--- src/rtl/sonuc_toplayici_pkg.sv ---
// Shared constants for the result collector: default FIFO geometry and the
// width/saturation point of the statistics counters.
package sonuc_toplayici_pkg;

    localparam int GENISLIK_VARSAYILAN = 8;
    localparam int DERINLIK_VARSAYILAN = 4;

    localparam int                        SAYAC_GENISLIK = 8;
    localparam logic [SAYAC_GENISLIK-1:0] SAYAC_DOYUM    = 8'hFF;

endpackage

--- src/rtl/sonuc_bellek.sv ---
// DERINLIK x GENISLIK register array: one synchronous write port and one
// combinational read port, used as FIFO storage by sonuc_toplayici.
module sonuc_bellek
    import sonuc_toplayici_pkg::*;
#(
    parameter int GENISLIK = GENISLIK_VARSAYILAN,
    parameter int DERINLIK = DERINLIK_VARSAYILAN,
    parameter int ADRES    = $clog2(DERINLIK)
) (
    input  logic                saat,
    input  logic                yaz_en,
    input  logic [ADRES-1:0]    yaz_adr,
    input  logic [GENISLIK-1:0] yaz_veri,
    input  logic [ADRES-1:0]    oku_adr,
    output logic [GENISLIK-1:0] oku_veri
);

    logic [GENISLIK-1:0] bellek_q [DERINLIK];
    logic [GENISLIK-1:0] bellek_d [DERINLIK];

    always_comb begin
        bellek_d = bellek_q;
        if (yaz_en) begin
            bellek_d[yaz_adr] = yaz_veri;
        end
    end

    // Storage is data only; validity is tracked by the owner's pointers, so no reset.
    always_ff @(posedge saat) begin
        bellek_q <= bellek_d;
    end

    assign oku_veri = bellek_q[oku_adr];

endmodule

--- src/rtl/sonuc_toplayici.sv ---
// Result collector: buffers each finished result in a small show-ahead FIFO,
// hands it to a valid/ready consumer and keeps accept/drop/min/max statistics.
module sonuc_toplayici
    import sonuc_toplayici_pkg::*;
#(
    parameter int GENISLIK = GENISLIK_VARSAYILAN,
    parameter int DERINLIK = DERINLIK_VARSAYILAN,
    parameter int ADRES    = $clog2(DERINLIK)
) (
    input  logic                      saat,
    input  logic                      reset,
    input  logic                      giris_gecerli,
    input  logic [GENISLIK-1:0]       giris_veri,
    output logic [GENISLIK-1:0]       cikis_veri,
    output logic                      cikis_gecerli,
    input  logic                      cikis_hazir,
    output logic [ADRES:0]            doluluk,
    output logic                      dolu,
    output logic                      kayip,
    output logic [SAYAC_GENISLIK-1:0] kabul_sayisi,
    output logic [SAYAC_GENISLIK-1:0] kayip_sayisi,
    output logic [GENISLIK-1:0]       en_buyuk,
    output logic [GENISLIK-1:0]       en_kucuk
);

    function automatic logic [SAYAC_GENISLIK-1:0] doygun_artir(
        input logic [SAYAC_GENISLIK-1:0] deger
    );
        return (deger == SAYAC_DOYUM) ? deger : deger + SAYAC_GENISLIK'(1);
    endfunction

    logic [ADRES-1:0]          wr_ptr_q, wr_ptr_d;
    logic [ADRES-1:0]          rd_ptr_q, rd_ptr_d;
    logic [ADRES:0]            doluluk_q, doluluk_d;
    logic                      kayip_q, kayip_d;
    logic [SAYAC_GENISLIK-1:0] kabul_sayisi_q, kabul_sayisi_d;
    logic [SAYAC_GENISLIK-1:0] kayip_sayisi_q, kayip_sayisi_d;
    logic [GENISLIK-1:0]       en_buyuk_q, en_buyuk_d;
    logic [GENISLIK-1:0]       en_kucuk_q, en_kucuk_d;

    logic                      pop, push, drop;
    logic [GENISLIK-1:0]       bas_veri;

    assign cikis_gecerli = (doluluk_q != '0);
    assign dolu          = (doluluk_q == (ADRES+1)'(DERINLIK));

    // A full FIFO still accepts when the head leaves in the same cycle.
    assign pop  = cikis_gecerli & cikis_hazir;
    assign push = giris_gecerli & (~dolu | pop);
    assign drop = giris_gecerli & dolu & ~pop;

    always_comb begin
        wr_ptr_d       = wr_ptr_q;
        rd_ptr_d       = rd_ptr_q;
        doluluk_d      = doluluk_q;
        kabul_sayisi_d = kabul_sayisi_q;
        kayip_sayisi_d = kayip_sayisi_q;
        en_buyuk_d     = en_buyuk_q;
        en_kucuk_d     = en_kucuk_q;
        kayip_d        = drop;

        if (push) begin
            wr_ptr_d       = wr_ptr_q + ADRES'(1);
            kabul_sayisi_d = doygun_artir(kabul_sayisi_q);
            if (giris_veri > en_buyuk_q) en_buyuk_d = giris_veri;
            if (giris_veri < en_kucuk_q) en_kucuk_d = giris_veri;
        end
        if (pop) begin
            rd_ptr_d = rd_ptr_q + ADRES'(1);
        end
        if (drop) begin
            kayip_sayisi_d = doygun_artir(kayip_sayisi_q);
        end

        case ({push, pop})
            2'b10:   doluluk_d = doluluk_q + (ADRES+1)'(1);
            2'b01:   doluluk_d = doluluk_q - (ADRES+1)'(1);
            default: doluluk_d = doluluk_q;
        endcase
    end

    always_ff @(posedge saat) begin
        if (reset) begin
            wr_ptr_q       <= '0;
            rd_ptr_q       <= '0;
            doluluk_q      <= '0;
            kayip_q        <= 1'b0;
            kabul_sayisi_q <= '0;
            kayip_sayisi_q <= '0;
            en_buyuk_q     <= '0;
            en_kucuk_q     <= '1;
        end else begin
            wr_ptr_q       <= wr_ptr_d;
            rd_ptr_q       <= rd_ptr_d;
            doluluk_q      <= doluluk_d;
            kayip_q        <= kayip_d;
            kabul_sayisi_q <= kabul_sayisi_d;
            kayip_sayisi_q <= kayip_sayisi_d;
            en_buyuk_q     <= en_buyuk_d;
            en_kucuk_q     <= en_kucuk_d;
        end
    end

    sonuc_bellek #(
        .GENISLIK (GENISLIK),
        .DERINLIK (DERINLIK),
        .ADRES    (ADRES)
    ) u_bellek (
        .saat     (saat),
        .yaz_en   (push),
        .yaz_adr  (wr_ptr_q),
        .yaz_veri (giris_veri),
        .oku_adr  (rd_ptr_q),
        .oku_veri (bas_veri)
    );

    // Masking the stale array contents keeps pre-reset data off the output.
    assign cikis_veri   = cikis_gecerli ? bas_veri : '0;
    assign doluluk      = doluluk_q;
    assign kayip        = kayip_q;
    assign kabul_sayisi = kabul_sayisi_q;
    assign kayip_sayisi = kayip_sayisi_q;
    assign en_buyuk     = en_buyuk_q;
    assign en_kucuk     = en_kucuk_q;

endmodule

--- config.mk ---
export PLATFORM = sky130hd
export DESIGN_NAME = sonuc_toplayici
export DESIGN_NICKNAME = d
export VERILOG_FILES = /design/src/rtl/sonuc_toplayici_pkg.sv /design/src/rtl/sonuc_bellek.sv /design/src/rtl/sonuc_toplayici.sv
export SDC_FILE = /design/constraint.sdc
export NUM_CORES = 1
export LEC_CHECK = 0
export ABC_CLOCK_PERIOD_IN_PS = 2400
export CORE_MARGIN = 2
export CORE_UTILIZATION = 45
export DETAILED_ROUTE_END_ITERATION = 8
export PLACE_DENSITY = 0.69
export SLEW_MARGIN = 25
export SYNTH_ARGS = -nofsm -noshare
export SYNTH_HDL_FRONTEND = slang
export SYNTH_HIERARCHICAL = 1
export SYNTH_SLANG_ARGS = --single-unit
--- constraint.sdc ---
create_clock -name saat -period 2.4 [get_ports saat]
set_input_delay 0.36 -clock saat [delete_from_list [all_inputs] [get_ports saat]]
set_output_delay 0.36 -clock saat [all_outputs]
set_load 0.005 [all_outputs]
## Yosys cells after proc, flatten, opt, wreduce, memory -nomap -nowiden

Cells that the tools add are included.

- $add $sub $neg: 6
- $lt $le $gt $ge: 5
- Equal/unequal tests: 5
- Multiplexer cells: 8
- Bitwise logic cells: 11
- Reduce and logical (&&, ||, !) cells: 7

Operators by type and width:

| cell | number |
|---|---|
| 32-bit bitwise mux | 1 |
| 8-bit 2-to-1 mux | 4 |
| 8-bit by 1-bit adder with 8-bit output, second input constant | 2 |
| 8-bit binary-select mux with 2-bit select | 1 |
| 8-bit demux with 2-bit select | 1 |
| 8-bit equality test, second input constant | 2 |
| 8-bit greater-than comparator | 1 |
| 8-bit less-than comparator | 1 |
| 2-bit AND reduction | 4 |
| 3-bit greater-or-equal comparator, second input constant | 2 |
| 2-bit inverter with 3-bit output | 2 |
| 3-bit case mux with 2 select lines | 1 |
| 2-bit by 1-bit adder with 2-bit output, second input constant | 2 |
| 1-bit bitwise AND | 4 |
| 1-bit inverter | 4 |
| 3-bit by 1-bit adder with 3-bit output, second input constant | 1 |
| 3-bit equality test, second input constant | 1 |
| 3-bit by 1-bit less-than comparator with 1-bit output, second input constant | 1 |
| 3-bit nonzero test | 1 |
| 3-bit by 1-bit subtractor with 3-bit output, second input constant | 1 |
| 2-bit by 1-bit equality test with 1-bit output, second input constant | 1 |
| 2-bit equality test, second input constant | 1 |
| 2-bit nonzero test | 1 |
| 1-bit logical AND | 1 |
| 1-bit bitwise OR | 1 |

- Flip-flop bits (word level): 72
- Bits of input ports: 12
- Output and inout port bits: 46
- Word-level logic and storage cells: 54

## Depth between registers and ports, before layout

Gate-level depths: netlist of run 1.

- Depth after elaboration: 6
- Mapped depth: 8
- Gate-level depth less buffers: 7

## Modules after synthesis

Netlist of run 1, hierarchy kept.

Modules (own cells, without submodules):

| module | times used | cells each | area an instance (sq um) | sequential area each (sq um) |
|---|---|---|---|---|
| sonuc_toplayici | 1 | 259 | 2239.6 | 800.8 |
| sonuc_bellek | 1 | 46 | 1188.6 | 960.9 |

## Least setup slack after synthesis of run 1

No wires, ideal clock.

- Path kind: reg2reg
- Start: register doluluk_q[0] (netlist: doluluk[0])
- End: register u_bellek/bellek_q[24] (netlist name) (enable)
- Setup time: 0.385 ns
- Arrival: 1.548 ns
- Required time: 2.015 ns
- Slack: 0.466 ns
- Stages on the path, launching flop included: 5
- Path buffers: 1
- Clock period less this slack: 1.934 ns
- Cells stage by stage: dfxtp_1 > or4b_1 > and2_1 > buf_6 > nor3b_1

- Longest elaborated chain between the ends: 4
- Elaborated cells on any way between the ends: 6
- Classes of those cells: eq/ne: 1; bitwise: 4; reduce/logical: 1

RTL lines:

| what | RTL line | RTL |
|---|---|---|
| start: declaration | sonuc_toplayici.sv:34 | `logic [ADRES:0] doluluk_q, doluluk_d;` |
| start signal: assignment | sonuc_toplayici.sv:95 | `doluluk_q <= doluluk_d;` |
| 3-bit nonzero test or 3-bit equality test (tied branches) | sonuc_toplayici.sv:44, sonuc_toplayici.sv:45 |  |
| 1-bit bitwise AND or 1-bit inverter (tied branches) | sonuc_toplayici.sv:48, sonuc_toplayici.sv:49 |  |
| 1-bit bitwise OR (*) | sonuc_toplayici.sv:49 | `assign push = giris_gecerli & (~dolu \| pop);` |
| 1-bit bitwise AND (*) | sonuc_toplayici.sv:49 |  |
| named net push | sonuc_toplayici.sv:41 | `logic pop, push, drop;` |
| end signal: assignment | sonuc_bellek.sv:30 | `bellek_q <= bellek_d;` |
| end: declaration | sonuc_bellek.sv:18 | `logic [GENISLIK-1:0] bellek_q [DERINLIK];` |

The timed path passes the listed nets; every way through them passes the cells marked *.
A chain may end at the register's enable or synchronous reset.

## Worst setup path in the final report of run 1

- Start: register rd_ptr_q[0]
- End: output cikis_veri[7]

- Longest elaborated chain between the ends: 5

RTL lines:

| what | RTL line | RTL |
|---|---|---|
| start: declaration | sonuc_toplayici.sv:33 | `logic [ADRES-1:0] rd_ptr_q, rd_ptr_d;` |
| start signal: assignment | sonuc_toplayici.sv:94 | `rd_ptr_q <= rd_ptr_d;` |
| 2-bit inverter with 3-bit output (not written as such) | sonuc_bellek.sv:33 | `assign oku_veri = bellek_q[oku_adr];` |
| 8-bit binary-select mux with 2-bit select | sonuc_bellek.sv:33 |  |
| 8-bit 2-to-1 mux (not written as such) (2 in series) | sonuc_bellek.sv:33 |  |
| named net bas_veri[7] | sonuc_toplayici.sv:42 | `logic [GENISLIK-1:0] bas_veri;` |
| 8-bit 2-to-1 mux | sonuc_toplayici.sv:118 | `assign cikis_veri = cikis_gecerli ? bas_veri : '0;` |
| end: declaration | sonuc_toplayici.sv:14 | `output logic [GENISLIK-1:0] cikis_veri,` |

The timed path passes the listed nets, and every way through them passes these cells. The select of a mux whose other input is x is not followed.

==> results of run 1 <==
==> timing repair <==
| item | CTS | global route |
|---|---|---|
| resized for setup | 1 | 4 |
| gates cloned | 0 | 1 |
| setup endpoints to repair | 6 | 8 |
==> worst max path at each step <==
stage / to / from / slack [ps]
2_1_floorplan: u_bellek/bellek_q[24]$_DFFE_PP_ / doluluk[0]$_SDFFE_PP0P_ / 470
3_3_place_gp: en_kucuk[7]$_SDFFE_PP1P_ / giris_veri[1] / 60
3_5_place_dp: en_kucuk[2]$_SDFFE_PP1P_ / giris_veri[1] / 50
4_1_cts: cikis_veri[4] / rd_ptr_q[0]$_SDFFE_PP0N_ / 20
5_1_grt: cikis_veri[0] / rd_ptr_q[0]$_SDFFE_PP0N_ / 20
6_report: cikis_veri[7] / rd_ptr_q[0]$_SDFFE_PP0N_ / 110
==> routing by layer <==
layer / share of wire / track usage / routed length, um / vias to the layer above
met2: 0.45 / 0.2519 / 2950 / 40
met1: 0.50 / 0.2352 / 3306 / 1126
met5: 0 / 0 / 0 / -
met4: 0.018 / 0.06818 / 115 / 0
li1: - / - / - / 1236
met3: 0.029 / 0.04315 / 192 / 11
==> registers in the layout, indices dropped and copies added (netlist names) <==
signal and cells:
kayip 1, kabul_sayisi 8, en_buyuk 8, wr_ptr_q 2, en_kucuk 8, u_bellek/bellek_q 32, doluluk 3, rd_ptr_q 2
kayip_sayisi 8
==> power by group through the flow <==
stage          sequential (uW)  clock (uW)  combinational, uW
2_1_floorplan             1470           0                453
3_3_place_gp              1490           0                794
3_5_place_dp              1490           0                810
4_1_cts                   1460         860                817
5_1_grt                   1480         911                906
6_report                  1460         836                821
==> logic make-up (layout without fill, tap and decap cells) <==
family | Yosys count | count (layout) | share of synthesized area
compound gates | 32 | 32 | 0.05985
buf+inv | 31 | 112 | 0.04087
simple gates | 110 | 110 | 0.1708
flops | 72 | 72 | 0.5139
xor+xnor | 15 | 15 | 0.03832
fa+ha+maj | 18 | 18 | 0.06788
mux | 27 | 27 | 0.1084
==> final cells by class <==
| cell class | count | area, sq um | share of cell area |
|---|---|---|---|
| multi-input combinational | 202 | 1531 | 0.3490 |
| sequential | 72 | 1763 | 0.4018 |
| tap | 99 | 123.9 | 0.02823 |
| clock inverter | 5 | 35.03 | 0.007984 |
| clock buffer | 11 | 131.4 | 0.02994 |
| timing repair buffer | 77 | 732.0 | 0.1668 |
| inverter | 19 | 71.32 | 0.01625 |
==> cell usage after synthesis, drive strengths merged <==
| library cell | number | area [sq um] |
|---|---|---|
| xor2 | 10 | 87.58 |
| mux4 | 8 | 180.2 |
| inv | 19 | 71.32 |
| a21oi | 7 | 35.03 |
| o21ai | 9 | 45.04 |
| o31a | 1 | 8.760 |
| o21a | 2 | 15.01 |
| xnor2 | 5 | 43.79 |
| nor2b | 2 | 12.51 |
| mux2 | 1 | 11.26 |
| nor4b | 1 | 15.01 |
| a211oi | 5 | 37.54 |
| buf | 3 | 33.78 |
| or3 | 5 | 31.28 |
| ha | 17 | 212.7 |
| o31ai | 1 | 7.510 |
| dfxtp | 40 | 800.8 |
| nor2 | 37 | 138.9 |
| a2111oi | 1 | 8.760 |
| a41o | 1 | 10.01 |
| nand2 | 8 | 30.03 |
| mux2i | 18 | 180.2 |
| o22ai | 1 | 6.260 |
| fa | 1 | 20.02 |
| nor3b | 1 | 7.510 |
| o2111ai | 1 | 8.760 |
| and3b | 2 | 17.52 |
| or2 | 1 | 6.260 |
| o211ai | 3 | 22.52 |
| and3 | 4 | 25.02 |
| nand4 | 5 | 31.28 |
| edfxtp | 32 | 960.9 |
| and2 | 10 | 62.56 |
| nand3 | 11 | 55.05 |
| or4b | 1 | 10.01 |
| nand2b | 17 | 106.4 |
| clkbuf | 9 | 35.03 |
| nor3 | 5 | 36.29 |
==> cells in the final DEF (no fill, tap or decap), types with 2 or more instances in the layout <==
cell	count
and2_1	10
nor3_1	4
xnor2_1	5
o21a_1	2
a211oi_1	5
o21ai_0	9
or3_1	4
buf_4	18
dfxtp_1	39
a21oi_1	7
clkinv_4	2
clkinv_2	2
o211ai_1	3
xor2_1	10
clkbuf_8	9
nand3_1	11
and3_1	4
nand2_1	8
inv_1	19
edfxtp_1	32
clkbuf_1	2
nand2b_1	17
clkdlybuf4s50_1	56
ha_1	17
nand4_1	5
mux4_2	8
nor2_1	37
nor2b_1	2
and3b_1	2
mux2i_1	18
==> tightest hold or removal path: stages, from the launching register on <==
cell	delay (ps)
dfxtp_1	330
nand2b_1	60
mux2i_1	50
==> through the flow <==
stage / worst slack (ps) / cells / hold WS (ps) / cell area (sq um)
after floorplan: 466.3 / 305 / 458.9 / 3428
after global placement: 62.15 / 468 / 476.3 / 4204
after detailed placement: 46.32 / 468 / 479.4 / 4204
after CTS: 17.63 / 484 / 492.2 / 4374
after global routing: 23.71 / 485 / 507.2 / 4388
final: 105.7 / 485 / 488.0 / 4388
==> flow_summary.ini, run 1 <==
[setup_path]
regToRegSetupSlack_ps = 440
slowest_stage = mux4_2
worstSetupPathType = reg -> out
crit_family = buffers and inverters
worstReg2RegStart = doluluk[2]$_SDFFE_PP0P_
startpoint_type = register
worstSetupEndpointType = primary output
worstPathRequired_ps = 2040
crit_chain = buf_4 -> mux4_2 -> and2_1 -> clkdlybuf4s50_1
cp_num_cells = 4
r2r-end = en_kucuk[7]$_SDFFE_PP1P_
crit_path_max_fanout = 4
critPathMaxStageDelay_ps = 480
cp.arrival_ps = 1930
rr_worst_depth = 6
critPathBufInv = 2

[placed_design]
routabilityCongestion = 0.7706
dp_hpwl_um = 4615
port_buffers = 57

[timing]
setup_viol = 0
fmax_mhz = 435.9
period_minus_slack_ps = 2294
tightest_slew_ps = 726.0
maxSlewViolCount = 0
fin_crit_sh = 0.9560
fin_skew_ps = 12.64
hold_viol = 0
tns_ps = 0
rsz0062_at_grt = false
relSlewSlack = 0.5160

[cells_and_area]
final_layout_size_suffix_gt1_frac = 0.1269
finish.net_count = 411
areaGrowthSynthToFinish_pct = 27.99
utilization = 0.5986
n_fill_cell = 618
num_antenna_cells = 0

[power]
p_sw_frac = 0.2771
combPwrFrac = 0.263
p_leak_uw = 0.001664
finalPower_uw = 3118
power_frac_clock = 0.268
powerDensity_nw_per_um2 = 710.6
power.switching_uw = 864.0
ir_worst_vdd_mv = 0.3017
power.internal_uw = 2254
seqPwrFrac = 0.469

[routing]
post_drt_wl_per_cell_um = 13.54
via_per_inst = 4.975
ant_nets = 0
drt-initial-drc-count = 88
drt_first_pass_iters = 4
vias = 2413
drc_errors = 0
routed_wl_um = 6565

[synth]
synth_cell_type_count = 40
syn_area_sq_um = 3428
postSynthCellCount = 305
syn-mean-instance-area_sq_um = 11.24
synth-seq-cells = 72
ys_warn_count = 6
seq_area_frac_synth = 0.5139
synth_nets = 335

[global_route]
grt_usage = 0.1689
grt_max_degree = 48
grt_pass1_wl_um = 11010
grt_overflow = 0
antenna_found_initial = 0
grt_pass1_vias = 2276

[outcome]
status = complete, no violations

[job]
cap_violations = 0

[cts]
cts_tree = done
numCtsBuffers = 9
post-cts-setup-buffer-count = 0
ctsHtreeMaxLevel = 3
clock_latency_ps = 350
cts.hold.buffers_added = 0
path_clk_slew_ps = 80
cts_sinks = 72
clockRootBuffer = clkbuf_8
cts_buffer_depth = 2

[min_path]
min_to = en_buyuk[7]$_SDFFE_PP0P_
min_path_cells = 2
hp-class = reg -> reg
hold_start = en_buyuk[7]$_SDFFE_PP0P_

[floorplanning]
core_sq_um = 7331
die-area_sq_um = 8333
io_pins = 58
rows = 31
initial_core_util = 0.4677
dieWidth_um = 91.29
die_y_um = 91.29
Power figures use the tool's default switching activity.
==> run 2, diff against run 1 <==
Settings changed: CELL_PAD_IN_SITES_DETAIL_PLACEMENT set to 0, CELL_PAD_IN_SITES_GLOBAL_PLACEMENT set to 1, CORE_UTILIZATION 45 to 42, PLACE_DENSITY 0.69 to not set, PLACE_DENSITY_LB_ADDON set to 0.1.
==> run 2 against run 1 <==
Net effect: register-to-register slack got worse by 80 ps; sequential share of layout area increased by 0.080 points; utilization fell by 3.8 points; die area is 6.8% higher; final area shrank 0.20%; first-iteration DRC count increased by 10%; clock power shrank 2%; wire length grew 0.94%; critical path depth stayed put; sequential power about the same; combinational power fell by 2%; critical endpoint unchanged; setup slack got worse by 9.5 ps.
==> flow_summary.ini, run 2 (synthesis gave the netlist of run 1 again) <==
[floorplanning]
core_sq_um = 7807
die_y_um = 94.35
rows = 32
initial_core_util = 0.4391
dieWidth_um = 94.35
die-area_sq_um = 8901
io_pins = 58

[power]
finalPower_uw = 3081
seqPwrFrac = 0.473
power.switching_uw = 850.1
combPwrFrac = 0.261
powerDensity_nw_per_um2 = 703.6
p_sw_frac = 0.2759
ir_worst_vdd_mv = 0.2689
power_frac_clock = 0.265
p_leak_uw = 0.001657
power.internal_uw = 2231

[setup_path]
worstSetupPathType = reg -> out
crit_path_max_fanout = 4
worstSetupEndpointType = primary output
startpoint_type = register
cp.arrival_ps = 1940
critPathMaxStageDelay_ps = 480
rr_worst_depth = 5
crit_chain = buf_4 -> mux4_2 -> and2_1 -> clkdlybuf4s50_1
worstPathRequired_ps = 2040
worstReg2RegStart = doluluk[2]$_SDFFE_PP0P_
startpoint = rd_ptr_q[0]$_SDFFE_PP0N_
slowest_stage = mux4_2

[timing]
fmax_mhz = 434.1
fin_crit_sh = 0.9599
hold_viol = 0
fin_skew_ps = 11.04
relSlewSlack = 0.6382
period_minus_slack_ps = 2304
maxSlewViolCount = 0
tightest_slew_ps = 542.7
tns_ps = 0
setup_viol = 0
rsz0062_at_grt = false

[placed_design]
routabilityCongestion = 0.7266
place_inst = 472
dp_hpwl_um = 4587
port_buffers = 57

[cts]
cts.hold.buffers_added = 0
post-cts-setup-buffer-count = 0
cts_tree = done
cts_sinks = 72
path_clk_slew_ps = 80
clock_latency_ps = 340
cts_buffer_depth = 2
ctsHtreeMaxLevel = 3
numCtsBuffers = 9
clockRootBuffer = clkbuf_8

[min_path]
hold_start = en_buyuk[1]$_SDFFE_PP0P_
hp-class = reg -> reg
min_path_cells = 2

[routing]
drc_errors = 0
vias = 2422
via_per_inst = 4.953
post_drt_wl_per_cell_um = 13.55
routed_wl_um = 6627
ant_nets = 0
drt_first_pass_iters = 4
drt-initial-drc-count = 97

[global_route]
grt_pass1_vias = 2304
grt_pass1_wl_um = 10980
grt_max_degree = 36
grt_usage = 0.1600
antenna_found_initial = 0
grt_overflow = 0

[job]
cap_violations = 0

[cells_and_area]
largest_reg_flops = 32
final_cell_count_no_fill = 489
final_common_cell = clkdlybuf4s50_1
n_fill_cell = 699
regMostFlops = u_bellek/bellek_q
final_cell_mix = clkdlybuf4s50_1 (56), dfxtp_1 (39), nor2_1 (37)
finish.net_count = 412
num_antenna_cells = 0
areaGrowthSynthToFinish_pct = 27.74
final_layout_size_suffix_gt1_frac = 0.1266

[outcome]
status = complete, no violations
==> run 2: path summary, 6_finish.rpt <==
check                             endpoint  slack (ps)
setup reg to reg  en_buyuk[4]$_SDFFE_PP0P_         360
hold / removal    en_buyuk[1]$_SDFFE_PP0P_         490
hold reg to reg   en_buyuk[1]$_SDFFE_PP0P_         490
setup / recovery             cikis_veri[7]         100
==> run 2: power by group through the flow <==
stage,logic [uW],registers (uW),clock network [uW]
final,805,1460,817
after global routing,904,1470,890
after CTS,814,1460,855
after detailed placement,806,1480,0
after global placement,798,1480,0
after floorplan,453,1470,0
==> run 2: timing repair <==
action | CTS | global route
cloned | 0 | 1
resized for setup | 1 | 3
setup endpoints to repair | 6 | 8
==> run 2: area by class of cell <==
| class | count | area [sq um] | area share |
|---|---|---|---|
| Clock buffer | 10 | 127.6 | 0.02914 |
| Sequential cell | 72 | 1763 | 0.4026 |
| Tap cell | 102 | 127.6 | 0.02914 |
| Multi-Input combinational cell | 202 | 1526 | 0.3486 |
| Timing Repair Buffer | 78 | 726.9 | 0.1660 |
| Inverter | 19 | 71.32 | 0.01629 |
| Clock inverter | 6 | 36.28 | 0.008286 |
==> run 2: routing by layer <==
metal  global-route usage  routed length (um)  share of wire  up-vias
li1                     -                   -              -     1235
met1               0.2196                3264           0.49     1145
met2               0.2524                3115           0.47       40
met3              0.03751                 223          0.034        2
met4              0.05072                  23         0.0035        0
met5                    0                   0              0        -
==> run 2: per-stage QoR <==
| step | hold WS, ps | cell area, sq um | utilization | setup WS, ps |
|---|---|---|---|---|
| 5_1_grt | 520.1 | 4379 | 0.5609 | 1.808 |
| 6_report | 489.3 | 4379 | 0.5609 | 96.25 |
| 3_5_place_dp | 481.1 | 4203 | 0.5383 | 2.595 |
| 4_1_cts | 485.0 | 4370 | 0.5598 | 22.21 |
| 3_3_place_gp | 470.7 | 4203 | 0.5383 | 29.05 |
| 2_1_floorplan | 458.9 | 3428 | - | 466.3 |
==> run 2: worst max-delay path: cells and delay by family (launching register included) <==
family,cells,cell delay [ps]
flip-flops,1,370
AND/OR/NAND/NOR,1,150
buffers and inverters,2,600
multiplexers,1,480
==> run 3, diff against run 2 <==
Settings changed: GPL_TIMING_DRIVEN set to 1.
==> results of run 3 <==
The final DEF is identical to that of run 2; final timing and power are the same.
